<file path="src/rtl/fp16_pkg.sv">
// Shared binary16 constants and the divider state type.
package fp16_pkg;

    localparam int EXP_BIAS = 15;
    localparam int EXP_MAX  = 31;
    localparam int MANT_W   = 10;

    localparam logic [15:0] POS_INF = 16'h7C00;
    localparam logic [15:0] NEG_INF = 16'hFC00;
    localparam logic [15:0] QNAN    = 16'h7E00;

    typedef enum logic [1:0] {
        IDLE  = 2'd0,
        DIV   = 2'd1,
        ROUND = 2'd2,
        DONE  = 2'd3
    } state_t;

endpackage

</file>
<file path="src/rtl/fp16div_round.sv">
// Normalise, round and range-check a 13-bit restoring-division quotient into
// a packed binary16 value. Purely combinational.
module fp16div_round
    import fp16_pkg::*;
#(
    parameter bit ROUND_NEAREST = 1'b1
) (
    input  logic [12:0]       q_i,
    input  logic              rem_nz_i,
    input  logic signed [6:0] e_i,
    input  logic              sign_i,
    output logic [15:0]       res_o
);

    localparam logic signed [6:0] E_TOP = 7'(EXP_MAX);

    logic [MANT_W-1:0] mant;
    logic              guard;
    logic              sticky;
    logic              inc;
    logic [MANT_W:0]   mant_sum;
    logic signed [6:0] e_norm;
    logic signed [6:0] e_fin;

    always_comb begin
        if (q_i[12]) begin
            mant   = q_i[11:2];
            guard  = q_i[1];
            sticky = q_i[0] | rem_nz_i;
            e_norm = e_i;
        end else begin
            mant   = q_i[10:1];
            guard  = q_i[0];
            sticky = rem_nz_i;
            e_norm = e_i - 7'sd1;
        end

        inc      = ROUND_NEAREST && guard && (sticky || mant[0]);
        mant_sum = {1'b0, mant} + {{MANT_W{1'b0}}, inc};
        // a carry-out leaves mant_sum[MANT_W-1:0] at zero, which is the wanted mantissa
        e_fin    = e_norm + (mant_sum[MANT_W] ? 7'sd1 : 7'sd0);

        if (e_fin >= E_TOP) begin
            res_o = sign_i ? NEG_INF : POS_INF;
        end else if (e_fin <= 7'sd0) begin
            res_o = {sign_i, 15'h0000};
        end else begin
            res_o = {sign_i, e_fin[4:0], mant_sum[MANT_W-1:0]};
        end
    end

endmodule

</file>
<file path="src/rtl/fp16div.sv">
// Iterative binary16 divider, one quotient bit per cycle, valid/ready on both sides.
// Optional FP16DIV_NAN_EN: return canonical quiet NaN for NaN, 0/0 and inf/inf operands.
//
// state | meaning
// IDLE  | in_ready high, waiting for operands
// DIV   | 13 restoring-division iterations, cnt_q 12..0
// ROUND | normalise, round, range-check, register x
// DONE  | out_valid high, x held until out_ready
module fp16div
    import fp16_pkg::*;
#(
    parameter bit ROUND_NEAREST = 1'b1
) (
    input  logic        clk,
    input  logic        rst,
    input  logic        in_valid,
    output logic        in_ready,
    input  logic [15:0] a,
    input  logic [15:0] b,
    output logic        out_valid,
    input  logic        out_ready,
    output logic [15:0] x
);

    localparam logic [4:0]        EXP_ONES = 5'(EXP_MAX);
    localparam logic signed [6:0] E_BIAS   = 7'(EXP_BIAS);

    state_t            state_q, state_d;
    logic [10:0]       dvsr_q, dvsr_d;
    logic [11:0]       rem_q, rem_d;
    logic [12:0]       q_q, q_d;
    logic [3:0]        cnt_q, cnt_d;
    logic signed [6:0] e_q, e_d;
    logic              sign_q, sign_d;
    logic [15:0]       x_q, x_d;

    logic [4:0]  ea, eb;
    logic        in_sign;
    logic        nan_case;
    logic        is_special;
    logic [15:0] special_x;
    logic [12:0] trial;
    logic        ge;
    logic [11:0] rem_next;
    logic        rem_nz;
    logic [15:0] round_x;

    always_comb begin
        ea         = a[14:10];
        eb         = b[14:10];
        in_sign    = a[15] ^ b[15];
        nan_case   = 1'b0;
        is_special = 1'b1;
        special_x  = in_sign ? NEG_INF : POS_INF;
`ifdef FP16DIV_NAN_EN
        nan_case = ((ea == EXP_ONES) && (a[9:0] != 10'd0)) ||
                   ((eb == EXP_ONES) && (b[9:0] != 10'd0)) ||
                   ((ea == 5'd0) && (eb == 5'd0)) ||
                   ((ea == EXP_ONES) && (eb == EXP_ONES));
`endif
        if (nan_case) begin
            special_x = QNAN;
        end else if (ea == EXP_ONES || eb == 5'd0) begin
            special_x = in_sign ? NEG_INF : POS_INF;
        end else if (eb == EXP_ONES || ea == 5'd0) begin
            special_x = {in_sign, 15'h0000};
        end else begin
            is_special = 1'b0;
        end
    end

    // Partial remainder is always below 2*divisor, so 12 bits hold it and the
    // 13-bit difference sign tells whether the divisor fits.
    always_comb begin
        trial    = {1'b0, rem_q} - {2'b00, dvsr_q};
        ge       = ~trial[12];
        rem_next = ge ? trial[11:0] : rem_q;
        rem_nz   = (rem_q != 12'd0);
    end

    fp16div_round #(
        .ROUND_NEAREST(ROUND_NEAREST)
    ) u_round (
        .q_i      (q_q),
        .rem_nz_i (rem_nz),
        .e_i      (e_q),
        .sign_i   (sign_q),
        .res_o    (round_x)
    );

    always_comb begin
        state_d = state_q;
        dvsr_d  = dvsr_q;
        rem_d   = rem_q;
        q_d     = q_q;
        cnt_d   = cnt_q;
        e_d     = e_q;
        sign_d  = sign_q;
        x_d     = x_q;

        case (state_q)
            IDLE: begin
                if (in_valid) begin
                    sign_d  = in_sign;
                    e_d     = $signed({2'b00, ea}) - $signed({2'b00, eb}) + E_BIAS;
                    dvsr_d  = {1'b1, b[9:0]};
                    rem_d   = {2'b01, a[9:0]};
                    q_d     = 13'd0;
                    cnt_d   = 4'd12;
                    if (is_special) begin
                        x_d     = special_x;
                        state_d = DONE;
                    end else begin
                        state_d = DIV;
                    end
                end
            end
            DIV: begin
                q_d   = {q_q[11:0], ge};
                rem_d = rem_next << 1;
                if (cnt_q == 4'd0) begin
                    state_d = ROUND;
                end else begin
                    cnt_d = cnt_q - 4'd1;
                end
            end
            ROUND: begin
                x_d     = round_x;
                state_d = DONE;
            end
            DONE: begin
                if (out_ready) begin
                    state_d = IDLE;
                end
            end
            default: state_d = IDLE;
        endcase
    end

    always_ff @(posedge clk or negedge rst) begin
        if (!rst) begin
            state_q <= IDLE;
            dvsr_q  <= 11'd0;
            rem_q   <= 12'd0;
            q_q     <= 13'd0;
            cnt_q   <= 4'd0;
            e_q     <= 7'sd0;
            sign_q  <= 1'b0;
            x_q     <= 16'h0000;
        end else begin
            state_q <= state_d;
            dvsr_q  <= dvsr_d;
            rem_q   <= rem_d;
            q_q     <= q_d;
            cnt_q   <= cnt_d;
            e_q     <= e_d;
            sign_q  <= sign_d;
            x_q     <= x_d;
        end
    end

    assign in_ready  = (state_q == IDLE);
    assign out_valid = (state_q == DONE);
    assign x         = x_q;

endmodule
</file>
<file path="config.mk">
export PLATFORM = sky130hd
export DESIGN_NAME = fp16div
export DESIGN_NICKNAME = d
export VERILOG_FILES = /design/src/rtl/fp16_pkg.sv /design/src/rtl/fp16div_round.sv /design/src/rtl/fp16div.sv
export SDC_FILE = /design/constraint.sdc
export NUM_CORES = 1
export LEC_CHECK = 0
export BUFFER_PORTS_ARGS = -buffer_cell sky130_fd_sc_hd__buf_2
export CORE_UTILIZATION = 44
export CTS_BUF_LIST = sky130_fd_sc_hd__clkbuf_4 sky130_fd_sc_hd__clkbuf_8
export DETAILED_ROUTE_END_ITERATION = 16
export PLACE_DENSITY = 0.71
export SYNTH_ARGS = -nofsm -noshare
export SYNTH_HDL_FRONTEND = slang
export SYNTH_SLANG_ARGS = --single-unit
</file>
<file path="constraint.sdc">
create_clock -name clk -period 5.7 [get_ports clk]
set_input_delay 1.14 -clock clk [delete_from_list [all_inputs] [get_ports clk]]
set_output_delay 1.14 -clock clk [all_outputs]
set_load 0.01 [all_outputs]
</file>
==> out/qor.tcl <==
set qor(vias) 3819
set qor(ys_types) 55
set qor(slew_viol_final) 0
set qor(num-fill-cells) 983
set qor(crit_start) {q_q[12]$_DFFE_PN0P_}
set qor(final.min_clock_period_ns) 4.25
set qor(result_of_the_run) {completed}
set qor(cts_hold_buf) 0
set qor(post_synth_edffs) 0
set qor(num_antenna_cells) 0
set qor(slew-limit-headroom_pct) 34.4
set qor(crit_fanout) 10
set qor(number_of_placed_i_o_pins) 54
set qor(post_dp_cell_area_mm2) 0.00485
set qor(layout_worst_path_cycle_share_pct) 74.6
set qor(worstSkewPairLatency_ns) 0.35
set qor(cts.htree.levels) 3
set qor(detailed_place_hpwl_um) 7170
set qor(cts_tree) {yes}
set qor(average_routed_wire_per_standard_cell_um) 14.2
set qor(cts-resized-gates) 0
set qor(final_net_count) 610
set qor(start_util_pct) 45.8
set qor(die_width_um) 103
set qor(synthCells) 503
set qor(synth_ff_type) {sky130_fd_sc_hd__dfrtp_1}
set qor(drt_first_iter_violations) 214
set qor(synth.ff_latch_count) 66
set qor(die_height_um) 103
set qor(tightestPinTransition_ns) 0.980
set qor(routabilityCongestion) 0.868
set qor(ys_async_sr_fraction_pct) 100
set qor(cellLeakagePower_nw) 2.37
set qor(crit-reg2reg-launch) {q_q[12]$_DFFE_PN0P_}
set qor(power_density_mw_per_mm2) 530
set qor(globalRouteTotalUtil_pct) 19.6
set qor(max-vdd-ir-drop_mv) 0.331
set qor(first_global_vias) 3494
set qor(number_of_max_cap_violations) 0
set qor(cts_sinks) 66
set qor(detail_route.drc_violations) 0
set qor(syn-cell-area_mm2) 0.00450
set qor(slowest_stage) {sky130_fd_sc_hd__or4bb_1}
set qor(postSynthNetCount) 567
set qor(cts_setup_buffers) 0
set qor(worstPathRequired_ns) 5.98
set qor(worst_hold_startpoint) {dvsr_q[10]$_DFFE_PN0P_}
set qor(rsz_0062_raised_after_global_routing) {no}
set qor(critical_path.cell_chain) {nand2b_1, a21boi_0, ha_1, nand2_1, nor3_1, nand3_1, nor3b_1, ha_1, ha_1, or4bb_1, o21ai_0, o311ai_2, xnor2_1, and3_4, o211a_1, a22o_1}
set qor(postLayoutCoreUtil_pct) 51.4
set qor(fp.dieArea_mm2) 0.0106
set qor(std_cell_rows) 36
set qor(cp_peak_stage_delay_ns) 0.49
set qor(grt_antenna_before_repair) 0
set qor(fmax_mhz) 235
set qor(design.core.area_mm2) 0.00982
set qor(arrival_ns) 4.54
set qor(critical-path-top-delay-family) {simple AND/OR/NAND/NOR gates}
set qor(clock-skew-final_ns) 0.0135
set qor(share_of_synthesized_area_occupied_by_flip_flops_and_latches_pct) 36.7
set qor(drt-total-wl_um) 9680
set qor(detailedRoute.firstPassIterationCount) 4
set qor(timing.critical_path.mode_cell) {sky130_fd_sc_hd__ha_1}
set qor(buffer_ports.inserted) 53
set qor(type_of_element_launching_the_critical_path) {flop}
set qor(vias_per_inst) 5.58
set qor(synthesis.area_per_instance_um2) 8.94
set qor(grt_start_max_net_pins) 67
set qor(stdcell_area_mm2) 0.00504
set qor(clock_path_buffers) 2
set qor(global_route_wire_length_before_repair_um) 16400
set qor(worstSetupEndpointType) {flop}
set qor(timing_worst_setup_path_type) {reg -> reg}
set qor(path_clk_slew_ns) 0.07
set qor(drt.antenna.violating_nets) 0
set qor(timing.setup.tns_ns) 0
set qor(flow.area_growth_from_synthesis_pct) 12.1
set qor(finalSetupViolCount) 0
set qor(share_of_final_layout_standard_cells_stronger_than_drive_strength_1_pct) 17.8
set qor(critical_path_buf_inv_count) 0
set qor(overflow) 0
set qor(hp-class) {reg -> reg}
set qor(tritoncts.num_buffers) 9
set qor(timing.final.hold_violations) 0
set qor(yosys_warnings) 0
set qor(cts-root-buf) {sky130_fd_sc_hd__clkbuf_8}
-- final timing paths --
path	endpoint	slack, ns	cells past startpoint
setup / recovery	x[3]$_DFFE_PN0P_	1.45	16
hold / removal	dvsr_q[10]$_DFFE_PN0P_	0.45	2
setup reg to reg	x[3]$_DFFE_PN0P_	1.45	16
hold reg to reg	dvsr_q[10]$_DFFE_PN0P_	0.45	2
max in group asynchronous	cnt_q[2]$_DFFE_PN0P_	4.19	2
min in group asynchronous	x[15]$_DFFE_PN0P_	0.95	2
-- routing by layer --
layer,routed length (um),track usage (%),vias up
met2,4490,30.8,87
met5,0,0,-
li1,-,-,1897
met1,4710,27.3,1825
met3,372,4.41,10
met4,105,5.31,0
-- tightest hold or removal path, stage by stage, from the launching register on --
cell                      delay [ns]
sky130_fd_sc_hd__dfrtp_1        0.32
sky130_fd_sc_hd__inv_1          0.05
sky130_fd_sc_hd__nand2_1        0.05
-- metrics by stage --
stage / instances / hold slack [ns] / power (W) / setup slack (ns)
4_1_cts: 684 / 0.463 / 0.00268 / 1.46
6_report: 684 / 0.453 / 0.00267 / 1.45
5_1_grt: 684 / 0.494 / 0.00292 / 1.12
3_5_place_dp: 668 / 0.444 / 0.00227 / 1.52
3_3_place_gp: 668 / 0.437 / 0.00222 / 1.81
2_1_floorplan: 503 / 0.418 / 0.00194 / 1.03
-- layout by cell type (no fill, tap or decap), types with 6 or more instances in the layout --
master / instances
sky130_fd_sc_hd__o21a_1: 6
sky130_fd_sc_hd__clkbuf_8: 9
sky130_fd_sc_hd__xnor2_1: 18
sky130_fd_sc_hd__ha_1: 26
sky130_fd_sc_hd__a21oi_1: 27
sky130_fd_sc_hd__o22ai_1: 6
sky130_fd_sc_hd__buf_2: 53
sky130_fd_sc_hd__o21ai_0: 30
sky130_fd_sc_hd__a21o_1: 6
sky130_fd_sc_hd__mux2i_1: 13
sky130_fd_sc_hd__nand2_1: 65
sky130_fd_sc_hd__and3_1: 6
sky130_fd_sc_hd__mux2_2: 14
sky130_fd_sc_hd__nor2b_1: 6
sky130_fd_sc_hd__xor2_1: 12
sky130_fd_sc_hd__nor3_1: 13
sky130_fd_sc_hd__dfrtp_1: 66
sky130_fd_sc_hd__inv_1: 34
sky130_fd_sc_hd__nor2_1: 18
sky130_fd_sc_hd__a31oi_1: 6
sky130_fd_sc_hd__nor4_1: 6
sky130_fd_sc_hd__a22o_1: 11
sky130_fd_sc_hd__nand3_1: 24
-- flip-flops by register name, indices dropped and copies added, names as in the netlist --
register	count
sign_q	1
x	16
e_q	7
dvsr_q	11
rem_q	12
q_q	13
state_q	2
cnt_q	4
-- report_power, final --
part	internal, W	switching [W]	leakage, nW
registers	0.000620	0.000138	0.835
clock network	0.000221	0.000177	0.105
logic	0.000661	0.000858	1.43
total	0.00150	0.00117	2.37
-- logic make-up after synthesis --
family	share of synthesized area [%]
AO/OA/AOI/OAI	18.7
XOR/XNOR	6.34
adder cells (fa/ha/maj)	8.12
buffers and inverters	5.54
flip-flops	36.7
multiplexers	6.40
AND/OR/NAND/NOR	18.2
-- synthesized netlist by cell type (11+ instances only) --
library cell               number  area (um2)
sky130_fd_sc_hd__mux2_2        14         158
sky130_fd_sc_hd__nand3_1       24         120
sky130_fd_sc_hd__a21oi_1       27         135
sky130_fd_sc_hd__o21ai_0       31         155
sky130_fd_sc_hd__ha_1          26         325
sky130_fd_sc_hd__a22o_1        11        96.3
sky130_fd_sc_hd__dfrtp_1       66        1650
sky130_fd_sc_hd__clkbuf_1      21        78.8
sky130_fd_sc_hd__nor3_1        13        65.1
sky130_fd_sc_hd__xnor2_1       18         158
sky130_fd_sc_hd__inv_1         34         128
sky130_fd_sc_hd__xor2_1        12         105
sky130_fd_sc_hd__nand2_1       65         244
sky130_fd_sc_hd__nor2_1        18        67.6
sky130_fd_sc_hd__mux2i_1       13         130
-- area by class of cell --
| type | count | area, um2 | area share, % |
|---|---|---|---|
| Clock buffer | 13 | 154 | 3.05 |
| Sequential cell | 66 | 1650 | 32.8 |
| Multi-Input combinational cell | 377 | 2600 | 51.6 |
| Tap cell | 133 | 166 | 3.30 |
| Timing Repair Buffer | 58 | 303 | 6.00 |
| Inverter | 34 | 128 | 2.53 |
| Clock inverter | 3 | 40.0 | 0.794 |
Power figures use the tool's default switching activity.
